--- src/rtl/timer_irq_source_pkg.sv ---
// Device-bus definitions shared by the bridge and the timer interrupt source:
// register offsets, CTRL field layout, mode encodings and timer FSM states.
package timer_irq_source_pkg;

    // Word offsets (byte address bits [3:2])
    localparam logic [1:0] ADDR_CTRL   = 2'd0;
    localparam logic [1:0] ADDR_PRESET = 2'd1;
    localparam logic [1:0] ADDR_COUNT  = 2'd2;
    localparam logic [1:0] ADDR_RSVD   = 2'd3;

    // CTRL bit positions
    localparam int CTRL_EN_BIT   = 0;
    localparam int CTRL_MODE_LSB = 1;
    localparam int CTRL_MODE_MSB = 2;
    localparam int CTRL_IM_BIT   = 3;

    // MODE encodings; anything other than reload behaves as one-shot
    localparam logic [1:0] MODE_ONESHOT = 2'b00;
    localparam logic [1:0] MODE_RELOAD  = 2'b01;

    // Timer FSM states
    typedef enum logic [1:0] {
        ST_IDLE = 2'd0,
        ST_LOAD = 2'd1,
        ST_CNT  = 2'd2,
        ST_INT  = 2'd3
    } timer_state_e;

    function automatic logic is_reload(input logic [1:0] mode);
        return (mode == MODE_RELOAD);
    endfunction

endpackage

--- src/rtl/timer_irq_source.sv ---
// Memory-mapped programmable down-counter driving one level interrupt line.
//
//   state | meaning
//   ------+---------------------------------------------------------------
//   IDLE  | stopped; waits for CTRL.EN
//   LOAD  | copies PRESET into COUNT
//   CNT   | decrements COUNT each cycle; expiry sets pend and goes to INT
//   INT   | one-shot: clear EN, back to IDLE; reload: drop pend, reload
//
// pend is set on the CNT->INT edge so irq rises P+2 edges after the EN write,
// and in reload mode the INT cycle clears it again, giving a 1-cycle pulse.
module timer_irq_source
    import timer_irq_source_pkg::*;
(
    input  logic        clk,
    input  logic        reset,
    input  logic [1:0]  addr,
    input  logic        we,
    input  logic [31:0] wdata,
    output logic [31:0] rdata,
    output logic        irq
);

    timer_state_e state_q, state_d;
    logic         ctrl_en_q, ctrl_en_d;
    logic [1:0]   ctrl_mode_q, ctrl_mode_d;
    logic         ctrl_im_q, ctrl_im_d;
    logic [31:0]  preset_q, preset_d;
    logic [31:0]  count_q, count_d;
    logic         pend_q, pend_d;

    logic         wr_ctrl;
    logic         wr_preset;
    logic         fsm_clr_en;

    assign wr_ctrl   = we && (addr == ADDR_CTRL);
    assign wr_preset = we && (addr == ADDR_PRESET);

    // FSM next state, COUNT update and pend set/clear (set has priority)
    always_comb begin
        state_d    = state_q;
        count_d    = count_q;
        pend_d     = pend_q;
        fsm_clr_en = 1'b0;

        if (wr_ctrl || wr_preset) begin
            pend_d = 1'b0;
        end

        case (state_q)
            ST_IDLE: begin
                if (ctrl_en_q) begin
                    state_d = ST_LOAD;
                end
            end
            ST_LOAD: begin
                count_d = preset_q;
                state_d = ST_CNT;
            end
            ST_CNT: begin
                if (!ctrl_en_q) begin
                    state_d = ST_IDLE;
                end else if (count_q > 32'd1) begin
                    count_d = count_q - 32'd1;
                end else begin
                    count_d = 32'd0;
                    pend_d  = 1'b1;
                    state_d = ST_INT;
                end
            end
            ST_INT: begin
                if (is_reload(ctrl_mode_q)) begin
                    pend_d  = 1'b0;
                    state_d = ST_LOAD;
                end else begin
                    fsm_clr_en = 1'b1;
                    state_d    = ST_IDLE;
                end
            end
            default: begin
                state_d = ST_IDLE;
            end
        endcase
    end

    // Register-file writes; a bus write to CTRL overrides the FSM clearing EN
    always_comb begin
        ctrl_en_d   = ctrl_en_q;
        ctrl_mode_d = ctrl_mode_q;
        ctrl_im_d   = ctrl_im_q;
        preset_d    = preset_q;

        if (wr_ctrl) begin
            ctrl_en_d   = wdata[CTRL_EN_BIT];
            ctrl_mode_d = wdata[CTRL_MODE_MSB:CTRL_MODE_LSB];
            ctrl_im_d   = wdata[CTRL_IM_BIT];
        end else if (fsm_clr_en) begin
            ctrl_en_d = 1'b0;
        end

        if (wr_preset) begin
            preset_d = wdata;
        end
    end

    // State and register flops with synchronous reset
    always_ff @(posedge clk) begin
        if (reset) begin
            state_q     <= ST_IDLE;
            ctrl_en_q   <= 1'b0;
            ctrl_mode_q <= MODE_ONESHOT;
            ctrl_im_q   <= 1'b0;
            preset_q    <= 32'd0;
            count_q     <= 32'd0;
            pend_q      <= 1'b0;
        end else begin
            state_q     <= state_d;
            ctrl_en_q   <= ctrl_en_d;
            ctrl_mode_q <= ctrl_mode_d;
            ctrl_im_q   <= ctrl_im_d;
            preset_q    <= preset_d;
            count_q     <= count_d;
            pend_q      <= pend_d;
        end
    end

    // Combinational read mux; reserved offset and unused CTRL bits read 0
    always_comb begin
        rdata = 32'd0;
        case (addr)
            ADDR_CTRL:   rdata = {28'd0, ctrl_im_q, ctrl_mode_q, ctrl_en_q};
            ADDR_PRESET: rdata = preset_q;
            ADDR_COUNT:  rdata = count_q;
            default:     rdata = 32'd0;
        endcase
    end

    // Flag AND register bit: glitch-free level for CP0 sampling
    assign irq = pend_q & ctrl_im_q;

endmodule

--- config.mk ---
export PLATFORM = sky130hd
export DESIGN_NAME = timer_irq_source
export DESIGN_NICKNAME = d
export VERILOG_FILES = /design/src/rtl/timer_irq_source_pkg.sv /design/src/rtl/timer_irq_source.sv
export SDC_FILE = /design/constraint.sdc
export NUM_CORES = 1
export LEC_CHECK = 0
export CORE_MARGIN = 5
export CORE_UTILIZATION = 53
export CTS_CLUSTER_DIAMETER = 120
export DETAILED_ROUTE_END_ITERATION = 8
export PLACE_DENSITY = 0.81
export SLEW_MARGIN = 0
export SYNTH_ARGS = -nofsm -noshare
export SYNTH_HDL_FRONTEND = slang
export SYNTH_SLANG_ARGS = --single-unit
--- constraint.sdc ---
create_clock -name clk -period 2.95 [get_ports clk]
set_input_delay 0.4425 -clock clk [delete_from_list [all_inputs] [get_ports clk]]
set_output_delay 0.4425 -clock clk [all_outputs]
set_load 0.005 [all_outputs]
==> out/results.tsv <==
metric	value	unit
row cnt	31	
period utilization	0.915	
peak supply drop	0.000252	V
hold_sp	preset_q[11]$_SDFFE_PP0P_	
static leakage	1.74	nW
mapped cell area	3850	µm²
total CTS buffers	9	
Hold Path End	preset_q[11]$_SDFFE_PP0P_	
FF-to-FF path depth	6	
Critical Path Start Type	primary input	
RSZ-0062 raised after global routing	false	
hold buffers post-CTS	0	
CTS tree	yes	
core region area	7180	µm²
gr usage total	0.254	
Worst slew margin	0.524	
area leader, netlist	dfxtp_1	
n_diodes	0	
die height	95.3	µm
num ports	70	
hpwl dp	7940	µm
Synth Warn #	0	
vias in the first global route	3778	
initial antenna violation count	0	
cell total after placement	659	
Distinct cells, synth	48	
kind of cell with the highest combined delay on the critical path	buffers and inverters	
Layout Skew	5.66	ps
Die Wd	95.3	µm
first-pass GRT wire length	18300	µm
worst-path cell chain	clkdlybuf4s50_1, nor2b_2, buf_4, nand2_1, o21ai_0, clkdlybuf4s50_1	
worst-margin pin slew	715	ps
clk root buf	clkbuf_8	
Sink Count	71	
slowest stage cell, crit path	clkdlybuf4s50_1	
R2R Setup Slk	300	ps
WS Path Type	primary input to output pin	
FF-to-FF Start	count_q[25]$_SDFFE_PP0P_	
Syn Inst Count	512	
Area contributors post-synth	dfxtp_1 37%, nand2_1 10%, a21oi_1 7.0%, a22o_1 6.4%, o21ai_0 4.4%	
Max Root-Sink Buffers	2	
Antenna Violating Nets Remaining	0	
DR vias/cell	6.01	
Final Hold Vio Count	0	
Worst Hold Class	register to register	
grt total ovfl	0	
Seq/Total Area, Yosys	0.369	
Max Cap Viol	0	
H-Tree Depth	3	
Crit Path Max Fanout	20	
Max Slew Vio Count	0	
Remaining DRCs	0	
WP buf/inv	3	
worst path required time	2510	ps
WP data arrival	2260	ps
syn_nets	551	
drt total wl	11200	µm
Routability Congestion	0.856	
CTS resizes	0	
Hold Crit Depth	2	
Syn Area/Cell	7.53	µm²
layout cell share with drive strength beyond 1	0.0868	
prevailing post-synth register cell	dfxtp_1	
CP endpoint kind	output pin	
port bufs	69	
pin count of the biggest net entering global routing	37	
clk_lat worst skew	340	ps
final net count	610	
Starting Density	0.537	
top-area cell type share of the netlist area	0.369	
EDFF count, synth	0	
status	finished clean	
Post-Layout Cell Count	675	
overall power	0.00219	W
post-detailed-route wirelength per cell	16.6	µm
Tmin final	2700	ps
FF+latch count, synth	71	
dpl ws	283	ps
total die area	9080	µm²
WHS	470	ps
async set-reset flop share out of synthesis	0	
Setup TNS Final	0	ps
power density cells	452	nW/µm²
fin worst setup slack	250	ps
total number of vias	4056	
Clock Pin Slew Worst Setup and Hold Paths	80	ps
First DRT Iteration DRCs	409	
final setup fails	0	
Reg-to-Reg End	count_q[1]$_SDFFE_PP0P_	
setup repair bufs after CTS	0	
Worst path max stage delay	620	ps
CP dominant cell by count	clkdlybuf4s50_1	
Detailed Routing Iterations Pass 1	5	
Fmax achieved	0.370	GHz
area grow syn2layout	25.8	%
==> cell families after synthesis <==
kind of cell | synth area share
compound gates | 0.277
xor+xnor | 0.0227
fa+ha+maj | 0.00649
buf+inv | 0.0542
flops | 0.369
mux | 0.0208
simple gates | 0.251
==> power by group <==
group	internal [W]	switching [W]
Combinational	0.000195	0.000242
Sequential	0.000985	0.0000338
Clock	0.000348	0.000385
==> how the worst max path moves through the flow <==
stage,from,to,cells after the start
CTS,addr[0],rdata[2],6
finish,addr[0],rdata[2],6
global route,addr[0],rdata[2],6
global placement,addr[0],rdata[3],6
detailed placement,addr[0],rdata[2],6
floorplan,count_q[24]$_SDFFE_PP0P_,count_q[1]$_SDFFE_PP0P_,8
==> layout by cell type (no fill, tap or decap), types with 3 or more instances in the layout <==
cell type | Yosys | layout
clkbuf_8 | 0 | 11
a22o_1 | 28 | 28
or3_1 | 5 | 5
clkdlybuf4s50_1 | 0 | 68
xor2_1 | 8 | 8
nand4_1 | 3 | 3
inv_1 | 7 | 7
nand2_1 | 104 | 104
nor2_1 | 45 | 45
a211oi_1 | 22 | 22
or4_4 | 3 | 3
a21oi_1 | 54 | 54
o21ai_0 | 34 | 34
or4_1 | 4 | 4
nor4_1 | 11 | 11
nand3_1 | 5 | 5
o31ai_1 | 3 | 3
mux2i_1 | 8 | 8
nor2b_1 | 5 | 3
o21a_1 | 4 | 4
dfxtp_1 | 71 | 71
buf_4 | 0 | 21
nor3_1 | 11 | 11
clkinvlp_4 | 0 | 3
and2_1 | 3 | 3
==> per-stage QoR <==
stage | utilization | cell area, µm²
6_report | 0.676 | 4850
5_1_grt | 0.676 | 4850
4_1_cts | 0.676 | 4850
3_5_place_dp | 0.650 | 4660
3_3_place_gp | 0.650 | 4660
2_1_floorplan | - | 3850
==> state kept, by name, indices dropped and copies added, names as in the netlist <==
register / flops
state_q: 2
ctrl_im_q: 1
ctrl_en_q: 1
pend_q: 1
preset_q: 32
count_q: 32
ctrl_mode_q: 2
==> area by class of cell <==
type                       instances  area, µm²
sequential                        71       1420
clock buffer                      11        151
fill                             602       2330
tap                               99        124
multi-input combinational        391       2230
timing repair buffer              91        863
inverter                           7       26.3
clock inverter                     5       32.5
==> cell usage after synthesis, types with 2 or more instances <==
| master | number |
|---|---|
| clkbuf_1 | 33 |
| o31ai_1 | 3 |
| a31oi_1 | 2 |
| o211ai_1 | 2 |
| inv_1 | 7 |
| xnor2_1 | 2 |
| buf_6 | 2 |
| a211oi_1 | 22 |
| nor2_1 | 45 |
| nand2b_1 | 2 |
| o31a_1 | 2 |
| o21a_1 | 4 |
| buf_1 | 3 |
| or4_1 | 4 |
| or3_1 | 5 |
| nand4_1 | 3 |
| nand3_1 | 5 |
| nor3_1 | 11 |
| nor3b_1 | 2 |
| mux2i_1 | 8 |
| and2_1 | 3 |
| a21oi_1 | 54 |
| ha_1 | 2 |
| buf_2 | 4 |
| a22o_1 | 28 |
| xor2_1 | 8 |
| nand2_1 | 104 |
| or4_4 | 3 |
| dfxtp_1 | 71 |
| o21ai_0 | 34 |
| a2111oi_1 | 2 |
| nor4_1 | 11 |
| a2111oi_2 | 2 |
| nor2b_1 | 5 |
==> metal layers <==
layer / track usage / vias to the layer above / share of wire
met5: 0 / - / 0
met4: 0.0986 / 0 / 0.017
met3: 0.0426 / 21 / 0.087
met2: 0.384 / 199 / 0.46
met1: 0.360 / 1891 / 0.43
li1: - / 1945 / -
==> worst reg2reg max path: stages, from the launching register on <==
cell	delay (ps)
dfxtp_1	390
or4_4	560
or4_4	480
or4_1	730
nand2_1	180
o21a_1	130
a211oi_1	50
Power figures use the tool's default switching activity.
